$ cat src/rtl/uart_pkg.sv
`default_nettype none
`timescale 1ns/1ps
// +----------------------------------------------------------------------+
// | Module   : uart_pkg                                                  |
// | Purpose  : Shared UART definitions: FSM state encoding, frame data   |
// |            width and the bit-period calculation used by uart_tx and  |
// |            uart_rx.                                                  |
// | Ports    : none (package)                                            |
// | Revision : 1.0 - initial release                                     |
// +----------------------------------------------------------------------+
package uart_pkg;

  localparam int DATA_BITS = 8;

  typedef enum logic [1:0] {
    IDLE  = 2'd0,
    START = 2'd1,
    DATA  = 2'd2,
    STOP  = 2'd3
  } uart_state_t;

  // Clock cycles per serial bit (truncating division).
  function automatic int calc_baud_cnt(input int clk_freq, input int uart_bps);
    return clk_freq / uart_bps;
  endfunction

endpackage
`default_nettype wire

$ cat src/rtl/uart_tx_fifo.sv
`default_nettype none
`timescale 1ns/1ps
// +----------------------------------------------------------------------+
// | Module   : uart_tx_fifo                                              |
// | Purpose  : Single-clock synchronous FIFO, no output register: the    |
// |            head entry is visible on rd_data whenever empty=0.        |
// | Ports    : clk, rst (sync, active high)                              |
// |            wr_en/wr_data  - push request and data                    |
// |            rd_en          - pop request (ignored when empty)         |
// |            rd_data        - current head entry                       |
// |            full, empty    - decoded from the registered count        |
// |            count          - number of stored entries                 |
// | Revision : 1.0 - initial release                                     |
// +----------------------------------------------------------------------+
module uart_tx_fifo
  import uart_pkg::*;
#(
  parameter int DEPTH = 16,
  parameter int WIDTH = DATA_BITS
) (
  input  logic                       clk,
  input  logic                       rst,
  input  logic                       wr_en,
  input  logic [WIDTH-1:0]           wr_data,
  input  logic                       rd_en,
  output logic [WIDTH-1:0]           rd_data,
  output logic                       full,
  output logic                       empty,
  output logic [$clog2(DEPTH):0]     count
);

  localparam int AW = $clog2(DEPTH);
  localparam logic [AW:0] C_DEPTH = (AW+1)'(DEPTH);

  logic [WIDTH-1:0] r_mem [DEPTH];
  logic [AW-1:0]    r_wr_ptr;
  logic [AW-1:0]    r_rd_ptr;
  logic [AW:0]      r_count;
  logic             w_wr;
  logic             w_rd;

  assign full    = (r_count == C_DEPTH);
  assign empty   = (r_count == '0);
  assign count   = r_count;
  assign rd_data = r_mem[r_rd_ptr];

  // A pop in the same cycle frees a slot, so a push into a full FIFO is
  // still accepted then. When full the write slot equals the read slot;
  // the head is consumed from the pre-edge contents, so this is safe.
  assign w_rd = rd_en && !empty;
  assign w_wr = wr_en && (!full || w_rd);

  always_ff @(posedge clk) begin
    if (rst) begin
      r_wr_ptr <= '0;
      r_rd_ptr <= '0;
      r_count  <= '0;
    end else begin
      // Pointers are AW bits wide, so they wrap modulo DEPTH.
      if (w_wr) r_wr_ptr <= r_wr_ptr + AW'(1);
      if (w_rd) r_rd_ptr <= r_rd_ptr + AW'(1);
      case ({w_wr, w_rd})
        2'b10:   r_count <= r_count + (AW+1)'(1);
        2'b01:   r_count <= r_count - (AW+1)'(1);
        default: r_count <= r_count;
      endcase
    end
  end

  // Storage carries no reset; entries are only read while count > 0.
  always_ff @(posedge clk) begin
    if (w_wr && !rst) r_mem[r_wr_ptr] <= wr_data;
  end

endmodule
`default_nettype wire

$ cat src/rtl/uart_tx.sv
`default_nettype none
`timescale 1ns/1ps
// +----------------------------------------------------------------------+
// | Module   : uart_tx                                                   |
// | Purpose  : Buffered 8N1 UART transmitter. Bytes pushed on pi_flag    |
// |            are queued in a FIFO and sent LSB first, back to back.    |
// | Ports    : sys_clk     - clock, rising edge                          |
// |            sys_rst     - synchronous active-high reset               |
// |            pi_data     - byte to transmit                            |
// |            pi_flag     - one-cycle push strobe                       |
// |            tx          - registered serial line, idle high           |
// |            po_full     - FIFO holds FIFO_DEPTH entries               |
// |            po_busy     - frame in progress or FIFO non-empty         |
// |            po_overflow - sticky: a push was dropped                  |
// | Revision : 1.0 - initial release                                     |
// +----------------------------------------------------------------------+
module uart_tx
  import uart_pkg::*;
#(
  parameter logic [19:0] UART_BPS   = 20'd115200,
  parameter logic [25:0] CLK_FREQ   = 26'd50_000_000,
  parameter int          FIFO_DEPTH = 16
) (
  input  logic                 sys_clk,
  input  logic                 sys_rst,
  input  logic [DATA_BITS-1:0] pi_data,
  input  logic                 pi_flag,
  output logic                 tx,
  output logic                 po_full,
  output logic                 po_busy,
  output logic                 po_overflow
);

  localparam int BAUD_CNT = calc_baud_cnt(int'(CLK_FREQ), int'(UART_BPS));
  localparam int CW       = (BAUD_CNT > 1) ? $clog2(BAUD_CNT) : 1;
  localparam int BW       = $clog2(DATA_BITS);
  localparam int AW       = $clog2(FIFO_DEPTH);

  localparam logic [CW-1:0] C_BAUD_LAST = CW'(BAUD_CNT - 1);
  localparam logic [BW-1:0] C_BIT_LAST  = BW'(DATA_BITS - 1);

  uart_state_t          r_state;
  logic                 r_tx;
  logic [CW-1:0]        r_baud_cnt;
  logic [BW-1:0]        r_bit_idx;
  logic [DATA_BITS-1:0] r_shift;
  logic                 r_overflow;

  logic                 w_bit_end;
  logic                 w_pop;
  logic                 w_full;
  logic                 w_empty;
  logic [DATA_BITS-1:0] w_rd_data;
  logic [AW:0]          w_count;

  uart_tx_fifo #(
    .DEPTH (FIFO_DEPTH),
    .WIDTH (DATA_BITS)
  ) u_fifo (
    .clk     (sys_clk),
    .rst     (sys_rst),
    .wr_en   (pi_flag),
    .wr_data (pi_data),
    .rd_en   (w_pop),
    .rd_data (w_rd_data),
    .full    (w_full),
    .empty   (w_empty),
    .count   (w_count)
  );

  assign w_bit_end = (r_baud_cnt == C_BAUD_LAST);

  // Pop conditions must mirror the FSM transitions that load r_shift.
  assign w_pop = !w_empty &&
                 ((r_state == IDLE) || ((r_state == STOP) && w_bit_end));

  assign tx          = r_tx;
  assign po_full     = w_full;
  assign po_busy     = (r_state != IDLE) || (w_count != '0);
  assign po_overflow = r_overflow;

  always_ff @(posedge sys_clk) begin
    if (sys_rst) begin
      r_state    <= IDLE;
      r_tx       <= 1'b1;
      r_baud_cnt <= '0;
      r_bit_idx  <= '0;
      r_shift    <= '0;
    end else begin
      // Bit timer free-runs 0..BAUD_CNT-1 while a frame is active.
      if (r_state == IDLE) r_baud_cnt <= '0;
      else if (w_bit_end)  r_baud_cnt <= '0;
      else                 r_baud_cnt <= r_baud_cnt + CW'(1);

      case (r_state)
        IDLE: begin
          r_tx      <= 1'b1;
          r_bit_idx <= '0;
          if (!w_empty) begin
            r_shift <= w_rd_data;
            r_tx    <= 1'b0;
            r_state <= START;
          end
        end
        START: begin
          if (w_bit_end) begin
            r_bit_idx <= '0;
            r_tx      <= r_shift[0];
            r_state   <= DATA;
          end
        end
        DATA: begin
          if (w_bit_end) begin
            if (r_bit_idx == C_BIT_LAST) begin
              r_tx    <= 1'b1;
              r_state <= STOP;
            end else begin
              r_bit_idx <= r_bit_idx + BW'(1);
              r_shift   <= {1'b0, r_shift[DATA_BITS-1:1]};
              // Next bit is shift[1]: drive it now so tx stays registered.
              r_tx      <= r_shift[1];
            end
          end
        end
        STOP: begin
          if (w_bit_end) begin
            if (!w_empty) begin
              // Chain straight into the next start bit, no idle gap.
              r_shift <= w_rd_data;
              r_tx    <= 1'b0;
              r_state <= START;
            end else begin
              r_state <= IDLE;
            end
          end
        end
        default: begin
          r_tx    <= 1'b1;
          r_state <= IDLE;
        end
      endcase
    end
  end

  // Sticky until reset; a push on a full FIFO is only lost with no pop.
  always_ff @(posedge sys_clk) begin
    if (sys_rst)                          r_overflow <= 1'b0;
    else if (pi_flag && w_full && !w_pop) r_overflow <= 1'b1;
  end

endmodule
`default_nettype wire
$ cat config.mk
export PLATFORM = sky130hd
export DESIGN_NAME = uart_tx
export DESIGN_NICKNAME = d
export VERILOG_FILES = /design/src/rtl/uart_pkg.sv /design/src/rtl/uart_tx_fifo.sv /design/src/rtl/uart_tx.sv
export SDC_FILE = /design/constraint.sdc
export NUM_CORES = 1
export LEC_CHECK = 0
export BUFFER_PORTS_ARGS = -buffer_cell sky130_fd_sc_hd__buf_2
export CAP_MARGIN = 20
export CORE_MARGIN = 10
export CORE_UTILIZATION = 40
export DETAILED_ROUTE_END_ITERATION = 16
export SETUP_SLACK_MARGIN = 0.3
export SKIP_LAST_GASP = 1
export SLEW_MARGIN = 20
export SYNTH_ARGS = -nofsm -noshare
export SYNTH_HDL_FRONTEND = slang
export SYNTH_SLANG_ARGS = --single-unit
$ cat constraint.sdc
create_clock -name sys_clk -period 5.6 [get_ports sys_clk]
set_input_delay 1.68 -clock sys_clk [delete_from_list [all_inputs] [get_ports sys_clk]]
set_output_delay 1.68 -clock sys_clk [all_outputs]
set_load 0.02 [all_outputs]
==> impl_results.md <==
* Synth cell count leaders: edfxtp_1 (128), nor2_1 (47), dfxtp_1 (41), mux2i_1 (30), mux4_2 (21)
* CP max stage delay at 0.57 ns
* Setup Viol. Count Final at 0
* Slew Viols, Final at 0
* Gpl congestion at 0.792
* Post-layout nets at 514
* Detail Placement HPWL at 10100 um
* Post-DR wirelength/cell at 20.7 um
* Switching Fraction at 30.0%
* Die Width at 154 um
* LEAKAGE at 2.56 nW
* Async SR Flop Fraction at 0%
* Dpl cells at 690
* # Post-CTS Setup Buffers at 0
* Final hold violations at 0
* Die ar. at 0.0236 mm^2
* Htree depth at 4
* DRT Wirelength at 14900 um
* CTS tree: yes
* Number of global-route vias before repair at 3957
* Cells after Synth at 471
* Sum of negative setup slack at 0 ns
* Cell-internal power at 2.42 mW
* GRT overflow at 0
* GRT Util Overall at 13.0%
* Combinational share of power at 23.1%
* Largest net degree at the start of global routing at 38
* Max-slew headroom at the worst pin at 29.1%
* Status: complete, no violations
* Max Freq at 0.270 GHz
* PwrDens at 432 mW/mm^2
* IO Port Bufs at 14
* Max-Cap Viols at 0
* Vias per Instance at 5.56
* Share of post-route cells with drive strength above 1 at 16.9%
* Fillcell total at 1526
* Sequential Power Share at 43.8%
* Peak supply drop at 0.000210 V
* Clk sinks at 169
* Post-route cell area at 0.00799 mm^2
* Final Skew at 0.0103 ns
* First-pass GRT wire length at 23600 um
* Initial Util at 41.1%
* NetSw at 1.03 mW
* Register area share after synthesis at 65.2%
* DRC viols at 0
* Crit path capture type: primary output
* Antenna-violating nets left at 0
* Dpl cell area at 0.00740 mm^2
* #FFs+latches synth at 169
* Post-CTS Resized at 0
* Ys Warns at 0
* EDFF count, synth at 128
* CTS buffer count at 17
* Clock Power Share at 33.1%
* Minimum clock period after layout at 3.71 ns
* Count leader, synth: edfxtp_1
* I/O Pins at 15
* Final Cycle Share at 66.2%
* Top cells by area, synth: edfxtp_1 (54%), dfxtp_1 (11%), mux4_2 (6.6%)
* Setup crit start kind: register
* Iteration-0 DRC Markers at 348
* CTS Buffer Depth at 2
* Worst Hold Class: register to register
* Unrepaired setup endpoints after global routing: false
* Top FF cell, synth: edfxtp_1
* Root buffer cell: clkbuf_16
* Crit path buf inv count at 1
* WP data arrival at 2.03 ns
* Synth Cell Area at 0.00716 mm^2
* Syn Nets at 501
* Crit path max fanout at 5
* Critical path's top delay family: simple AND/OR/NAND/NOR gates
* Area Overhead vs Synth at 11.6%
* Vias at 4016
* Post-synthesis cell type count at 54
* Worst skew pair latency at 0.44 ns
* Clk pin slew, worst setup/hold paths at 0.06 ns
* Post-synth top area share at 53.7%
* TritonRoute pass-1 iters at 4
* Worst path cell trace: or4_4 -> nor2_1 -> nand2_1 -> buf_2
* Slowest cell on crit path: or4_4
* Kind of critical path: register to primary output
* ANT cells at 0
* Initial antenna violation count at 0
* Die height at 154 um
* Row count at 48
* Worst slew pin tran at 1.06 ns
* Fin cells at 722
* Core area at 0.0174 mm^2
* Syn_area_per_cell at 15.2 um^2
* CTS Hold Bufs at 0
* Critical Path RT at 3.92 ns
* Area leader, netlist: edfxtp_1
## metrics by stage
stage          hold slack, ns  utilization (%)  setup slack, ns  power (mW)
6_report                0.469             45.9             1.89        3.45
5_1_grt                 0.507             45.9             1.81        3.63
4_1_cts                 0.471             45.8             1.87        3.48
3_5_place_dp            0.455             42.5             1.67        2.34
3_3_place_gp            0.460             42.5             1.85        2.32
2_1_floorplan           0.435                -             2.20        2.16
## registers in the layout, indices dropped and copies added, names as in the netlist, named ones only
signal	count
r_baud_cnt	9
r_state	2
u_fifo.r_rd_ptr	4
r_shift	8
po_overflow	1
u_fifo.r_wr_ptr	4
tx	1
r_bit_idx	3
u_fifo.count	5
u_fifo.r_mem	128
## per-layer routing
metal | GRT usage [%] | vias to the layer above | share of wire [%]
met3 | 3.54 | 27 | 5.8
met2 | 19.1 | 94 | 46
met5 | 0 | - | 0
li1 | - | 1860 | -
met4 | 6.48 | 0 | 2.6
met1 | 17.5 | 2035 | 46
## cells in the final DEF, fill, tap and decap left out, types with 8 or more instances in the layout
master and instances:
a221oi_1 18, a21oi_1 12, clkbuf_16 17, nor2_1 47, dfxtp_1 40, mux4_2 21
xnor2_1 11, ha_1 18, nand2_1 10, inv_1 15, edfxtp_1 128, nand3_1 8
buf_2 14, nand3b_1 13, mux2i_1 30
## cell families (layout without fill, tap and decap cells)
kind of cell / after synthesis / in the layout / share of synthesized area (%)
AOI/OAI and AO/OA: 68 / 68 / 7.78
xor gates and xnor gates: 15 / 15 / 1.84
adders and majority gates: 19 / 19 / 3.43
buffers and inverters: 39 / 65 / 2.59
DFF: 169 / 169 / 65.2
muxes: 51 / 51 / 10.8
and+or+nand+nor: 110 / 110 / 8.41
## final cells by class
cell class                      count  area [um^2]  share of cell area, %
Timing Repair Buffer               16         85.1                   1.06
Inverter                           17         63.8                  0.799
Sequential cell                   169         4670                   58.4
Tap cell                          225          282                   3.52
Clock inverter                     15          150                   1.88
Multi-Input combinational cell    263         2320                   29.0
Clock buffer                       17          425                   5.32
## path summary, 6_finish.rpt
kind	startpoint	end	slack (ns)	cells past startpoint
min reg2reg	r_shift[0]	r_shift[0]	0.47	2
max reg2reg	u_fifo.count[0]	u_fifo.count[4]	2.31	11
min	r_shift[0]	r_shift[0]	0.47	2
max	u_fifo.count[0]	po_busy	1.89	4
## tightest hold or removal path, cell delays in order (launching register included)
cell and delay [ns]:
dfxtp_1 0.31, inv_1 0.05, a211oi_1 0.06
## power by group through the flow
| stage | clock network (mW) | logic (mW) | registers, mW |
|---|---|---|---|
| after global placement | 0 | 0.786 | 1.54 |
| after CTS | 1.16 | 0.807 | 1.51 |
| after detailed placement | 0 | 0.799 | 1.54 |
| after global routing | 1.23 | 0.879 | 1.52 |
| after floorplan | 0 | 0.668 | 1.49 |
| final | 1.14 | 0.797 | 1.51 |
Note: power is estimated with default switching activity, not from simulation.
